File: src/rtl/cpu1_mem_arbiter.sv
// Two-master round-robin arbiter in front of the CPU1 single-port RAM.
// Serialises Avalon-MM requests from the instruction (m0) and data (m1) masters.
module cpu1_mem_arbiter #(
  parameter int ADDR_W         = 10,
  parameter int DATA_W         = 32,
  parameter bit FAVOR_M0_RESET = 1'b1
) (
  input  logic                  clk,
  input  logic                  reset,
  input  logic                  stall,
  input  logic [ADDR_W-1:0]     m0_address,
  input  logic [DATA_W/8-1:0]   m0_byteenable,
  input  logic                  m0_read,
  input  logic                  m0_write,
  input  logic [DATA_W-1:0]     m0_writedata,
  output logic                  m0_waitrequest,
  output logic [DATA_W-1:0]     m0_readdata,
  output logic                  m0_readdatavalid,
  input  logic [ADDR_W-1:0]     m1_address,
  input  logic [DATA_W/8-1:0]   m1_byteenable,
  input  logic                  m1_read,
  input  logic                  m1_write,
  input  logic [DATA_W-1:0]     m1_writedata,
  output logic                  m1_waitrequest,
  output logic [DATA_W-1:0]     m1_readdata,
  output logic                  m1_readdatavalid,
  output logic [ADDR_W-1:0]     mem_address,
  output logic [DATA_W/8-1:0]   mem_byteenable,
  output logic                  mem_chipselect,
  output logic                  mem_write,
  output logic [DATA_W-1:0]     mem_writedata,
  output logic                  mem_clken,
  input  logic [DATA_W-1:0]     mem_readdata
);

  // lastGrant encodes the most recently served master: 0 = m0, 1 = m1.
  logic lastGrant_q, lastGrant_d;
  logic rdPend_q, rdPend_d;
  logic rdOwner_q, rdOwner_d;
  logic req0, req1, grant0, grant1, accRead;

  assign req0 = m0_read | m0_write;
  assign req1 = m1_read | m1_write;

  always_comb begin
    grant0 = 1'b0;
    grant1 = 1'b1 & 1'b0;
    if (!reset && !stall) begin
      if (req0 && (!req1 || lastGrant_q)) begin
        grant0 = 1'b1;
      end else if (req1) begin
        grant1 = 1'b1;
      end
    end
  end

  assign m0_waitrequest = req0 & ~grant0;
  assign m1_waitrequest = req1 & ~grant1;

  always_comb begin
    mem_chipselect = 1'b0;
    mem_write      = 1'b0;
    mem_address    = '0;
    mem_byteenable = '0;
    mem_writedata  = '0;
    if (grant0) begin
      mem_chipselect = 1'b1;
      mem_write      = m0_write;
      mem_address    = m0_address;
      mem_byteenable = m0_byteenable;
      mem_writedata  = m0_writedata;
    end else if (grant1) begin
      mem_chipselect = 1'b1;
      mem_write      = m1_write;
      mem_address    = m1_address;
      mem_byteenable = m1_byteenable;
      mem_writedata  = m1_writedata;
    end
  end

  assign mem_clken = ~stall;

  // A master raising read and write together is served as a write only.
  assign accRead = (grant0 & m0_read & ~m0_write) | (grant1 & m1_read & ~m1_write);

  always_comb begin
    lastGrant_d = (grant0 | grant1) ? grant1 : lastGrant_q;
    rdPend_d    = accRead;
    rdOwner_d   = accRead ? grant1 : rdOwner_q;
  end

  always_ff @(posedge clk or posedge reset) begin
    if (reset) begin
      lastGrant_q <= FAVOR_M0_RESET ? 1'b1 : 1'b0;
      rdPend_q    <= 1'b0;
      rdOwner_q   <= 1'b0;
    end else begin
      lastGrant_q <= lastGrant_d;
      rdPend_q    <= rdPend_d;
      rdOwner_q   <= rdOwner_d;
    end
  end

  assign m0_readdatavalid = rdPend_q & ~rdOwner_q;
  assign m1_readdatavalid = rdPend_q & rdOwner_q;
  assign m0_readdata      = mem_readdata;
  assign m1_readdata      = mem_readdata;

endmodule

File: config.mk
export PLATFORM = sky130hd
export DESIGN_NAME = cpu1_mem_arbiter
export DESIGN_NICKNAME = d
export VERILOG_FILES = /design/src/rtl/cpu1_mem_arbiter.sv
export SDC_FILE = /design/constraint.sdc
export NUM_CORES = 1
export LEC_CHECK = 0
export CORE_AREA = 2 2 96 98
export CTS_CLUSTER_SIZE = 28
export DETAILED_ROUTE_END_ITERATION = 10
export DIE_AREA = 0 0 98 100
export PLACE_DENSITY = 0.7
export RECOVER_POWER = 100
export SETUP_SLACK_MARGIN = 0.4
export SLEW_MARGIN = 20
export SYNTH_ARGS = -nofsm -noshare
export SYNTH_HDL_FRONTEND = slang
export SYNTH_SLANG_ARGS = --single-unit
File: constraint.sdc
create_clock -name clk -period 5.2 [get_ports clk]
set_input_delay 1.3 -clock clk [delete_from_list [all_inputs] [get_ports clk]]
set_output_delay 1.3 -clock clk [all_outputs]
set_load 0.1 [all_outputs]
* Word level (Yosys, flattened, before mapping)
Index checks and enable logic that the tools add are counted.
Storage, ports and cells: register bits 3, bits in latches 0, bits in writable memories 0, ROM bits 0, input bits 131, output and inout bits 117, logic and storage cells 42, memories kept 0
Operators by class: add/subtract/negate cells 0, multipliers 0, div/mod/pow operators 0, $lt $le $gt $ge 0, eq/ne operators 0, shift operators 0, muxes and demuxes 15, bitwise operators 18, reductions and logical operators 6
Operators with widths (number):
- 32-bit two-way mux | 2
- 10-bit two-way mux | 2
- 1-bit two-way mux | 9
- 1-bit bitwise AND | 8
- 4-bit two-way mux | 2
- 1-bit NOT | 6
- 1-bit OR | 4
- 1-bit logical NOT | 3
- 1-bit logical AND | 2
- 1-bit logical OR | 1

* Logic depth before layout (Yosys ltp)
word-level depth 9, depth in mapped cells 5, depth with buffers taken out 3

* Worst setup path before layout
Ideal clock, no wire load.
path type input-to-output, from in reset, to out mem_write, arrival 4.049 ns, required time 3.900 ns, slack -0.149 ns, stages 4, path buffers 2, cells stage by stage or2_1 -> clkbuf_1 -> clkbuf_1 -> nor3b_1
On the way: longest elaborated chain between the ends 5, elaborated cells between the ends (all ways) 6, those cells by class 4 x mux; 2 x reduce/logical
Ends and longest elaborated chain:
- start, declared | RTL line 9 | input logic reset,
- 1-bit logical NOT (no source line) (*)
- 1-bit logical AND (*) | RTL line 48 | if (!reset && !stall) begin
- 1-bit two-way mux | RTL line 48
- 1-bit two-way mux | RTL line 72 | end else if (grant1) begin
- 1-bit two-way mux (*) | RTL line 66 | if (grant0) begin
- end, declared | RTL line 30 | output logic mem_write,
Mark *: on every way between the ends. The rest lies on a longest branch, timed or not.

* Worst setup path in the final report
from in m0_write, to out mem_writedata[18]
On the way: longest elaborated chain between the ends 6, elaborated cells between the ends (all ways) 8, those cells by class 6 x mux; 1 x bitwise; 1 x reduce/logical
Ends and longest elaborated chain:
- start, declared | RTL line 14 | input logic m0_write,
- 1-bit OR (*) | RTL line 42 | assign req0 = m0_read | m0_write;
- 1-bit logical AND (*) | RTL line 49 | if (req0 && (!req1 || lastGrant_q)) begin
- 1-bit two-way mux | RTL line 49
- 1-bit two-way mux | RTL line 48
- 32-bit two-way mux | RTL line 72
- 32-bit two-way mux (*) | RTL line 66
- end, declared | RTL line 31 | output logic [DATA_W-1:0] mem_writedata,
Marked as above.

==> impl_metrics.env <==
export IMPL_status="finished, final reports clean"
export IMPL_slew_headroom=0.230
export IMPL_worst_path_max_delay_cell="sky130_fd_sc_hd__clkdlybuf4s50_1"
export IMPL_final_setup_viol_count=0
export IMPL_worst_setup_path_start_kind="primary input"
export IMPL_placer_s_final_routability_congestion_estimate=0.781
export IMPL_n_antenna_cell=0
export IMPL_skew_ns=0.0000279
export IMPL_cts_hold_fix_buffers=0
export IMPL_worst_hold_slack_ns=0.564
export IMPL_core_area_um2=8890
export IMPL_finish_net_count=461
export IMPL_antenna_violating_nets_post_route=0
export IMPL_portBuffers=151
export IMPL_num_fill_cells=957
export IMPL_synth_largest_area_cell="sky130_fd_sc_hd__buf_4"
export IMPL_vias_in_the_first_global_route=2221
export IMPL_leakage_uw=0.00119
export IMPL_reg2regPathDepth=3
export IMPL_fp_dieW_um=98
export IMPL_power_density_nw_per_um2=199
export IMPL_hold_viol_final=0
export IMPL_start_util=0.206
export IMPL_detail_routed_via_count_per_cell=5.00
export IMPL_via_count=2200
export IMPL_grt_start_max_net_pins=53
export IMPL_overall_power_uw=589
export IMPL_drt_first_iter_violations=105
export IMPL_flow_area_growth_from_synthesis_pct=62.1
export IMPL_fp_dieH_um=100
export IMPL_timing_critical_path_required_ns=3.90
export IMPL_fin_setup_tns_ns=0
export IMPL_totalWireLength_um=7800
export IMPL_critPathArrivalTime_ns=3.52
export IMPL_worstHoldPathCells=2
export IMPL_ctsHtreeMaxLevel=1
export IMPL_final_cell_mix="sky130_fd_sc_hd__clkdlybuf4s50_1, sky130_fd_sc_hd__a2111oi_0, sky130_fd_sc_hd__a31o_1"
export IMPL_final_min_period_over_clock_period=0.927
export IMPL_grt_overflow_total=0
export IMPL_num_rows=35
export IMPL_synth_seq_cells=3
export IMPL_critPathMaxStageDelay_ns=0.53
export IMPL_initial_antenna_violation_count=0
export IMPL_tightest_slew_ns=1.16
export IMPL_design_area_um2=2970
export IMPL_post_cts_resize_count=0
export IMPL_dp_hpwl_um=5690
export IMPL_crit_type="in -> out"
export IMPL_cts_post_setup_buffers_inserted=0
export IMPL_final_util=0.334
export IMPL_worst_setup_end_kind="output pin"
export IMPL_post_synth_inst_count=263
export IMPL_routed_wire_length_per_instance_um=17.7
export IMPL_final_common_cell="sky130_fd_sc_hd__clkdlybuf4s50_1"
export IMPL_syn_nets=394
export IMPL_clk_transition_reported_paths_ns=0.03
export IMPL_dpl_cell_area_um2=3440
export IMPL_cts_tree="yes"
export IMPL_clock_sink_count=3
export IMPL_clk_latency_ns=0.22
export IMPL_vdd_drop_max_v=0.0000759
export IMPL_worst_hold_class="reg -> reg"
export IMPL_design_die_area_um2=9800
export IMPL_max_cap_viol_count=0
export IMPL_longest_clk_path_bufs=2
export IMPL_drc=0
export IMPL_fin_crit_ns=4.82
export IMPL_io_pins=248
export IMPL_synth_yosys_seq_area_share=0.0417
export IMPL_total_clock_buffers_created_by_cts=3
export IMPL_grt_use_total=0.150
export IMPL_post_synth_num_cell_types=25
export IMPL_max_fo_critical_path=49
export IMPL_fmax_ghz=0.207
export IMPL_synthesis_yosys_warnings=0
export IMPL_synthDominantCellAreaShare=0.262
export IMPL_detail_route_first_pass_iterations=4
export IMPL_critical_path_cell_chain="clkdlybuf4s50_1, or2_4, o21a_2, buf_4, a31o_1, clkbuf_2"
export IMPL_syn_area_um2=1830
export IMPL_final_layout_size_suffix_gt1_frac=0.280
export IMPL_clk_root_buffer_cell="sky130_fd_sc_hd__clkbuf_8"
export IMPL_ys_top_cells_by_area="sky130_fd_sc_hd__buf_4, sky130_fd_sc_hd__a2111oi_0, sky130_fd_sc_hd__a31o_1"
export IMPL_rsz_0062_raised_after_global_routing="no"
export IMPL_grt_pass1_wl_um=12100
export IMPL_syn_area_per_cell_um2=6.96
export IMPL_slew_violations=0
-- per-stage QoR --
step	instances	setup slack [ns]
after floorplan	263	0.431
after CTS	440	0.537
final	440	0.377
after detailed placement	436	0.561
after global placement	436	0.593
after global routing	440	0.218
-- worst paths after layout --
path | slack, ns | from | to
hold reg to reg | 0.56 | rdOwner_q | rdOwner_q
setup reg to reg | 3.30 | lastGrant_q | rdOwner_q
setup / recovery | 0.38 | m0_write | mem_writedata[18]
hold / removal | 0.56 | rdOwner_q | rdOwner_q
min in group asynchronous | 1.50 | reset | rdOwner_q
max in group asynchronous | 3.50 | reset | lastGrant_q
-- layer usage --
metal / share of wire / vias to the layer above / GRT usage
met3: 0.076 / 33 / 0.0327
met5: 0 / - / 0
li1: - / 1026 / -
met1: 0.41 / 1021 / 0.185
met4: 0.040 / 0 / 0.0662
met2: 0.48 / 120 / 0.252
-- logic make-up after synthesis --
logic type             count (synthesis)  synth area share
buffers and inverters                143             0.438
AO/OA/AOI/OAI                        104             0.479
AND/OR/NAND/NOR                       13            0.0410
flip-flops                             3            0.0417
-- critical path: cells and delay by family --
kind                   cells  cell delay, ns
AOI/OAI and AO/OA          2            0.43
buffers and inverters      3            1.31
and+or+nand+nor            1            0.47
-- area by class of cell --
| class | instances | area, um^2 | area share |
|---|---|---|---|
| timing repair buffer | 157 | 1560 | 0.525 |
| clock buffer | 4 | 45.0 | 0.0152 |
| inverter | 48 | 180 | 0.0607 |
| tap | 111 | 139 | 0.0468 |
| multi-input combinational | 117 | 968 | 0.326 |
| sequential | 3 | 76.3 | 0.0257 |
-- cell usage after synthesis (all sizes together) --
| cell type | number |
|---|---|
| o21a | 1 |
| a2bb2oi | 1 |
| a2111oi | 46 |
| clkbuf | 26 |
| inv | 42 |
| a21oi | 6 |
| dfstp | 1 |
| a211oi | 1 |
| o21ai | 2 |
| nand2 | 1 |
| buf | 69 |
| a31o | 46 |
| nand2b | 3 |
| a21boi | 1 |
| nor2 | 3 |
| clkinv | 6 |
| or2 | 2 |
| dfrtp | 2 |
| nor3b | 1 |
| nor2b | 2 |
| and2 | 1 |
-- where the power goes --
part	internal (uW)	leakage, uW	switching [uW]
clock	52.4	0.0000228	17.1
combinational	152	0.00113	316
sequential	27.9	0.0000379	24.2
-- registers in the layout, summed over array words and instances, names as in the netlist --
| name | count |
|---|---|
| lastGrant_q | 1 |
| rdOwner_q | 1 |
| rdPend_q | 1 |
(Power assumes the default switching activity.)
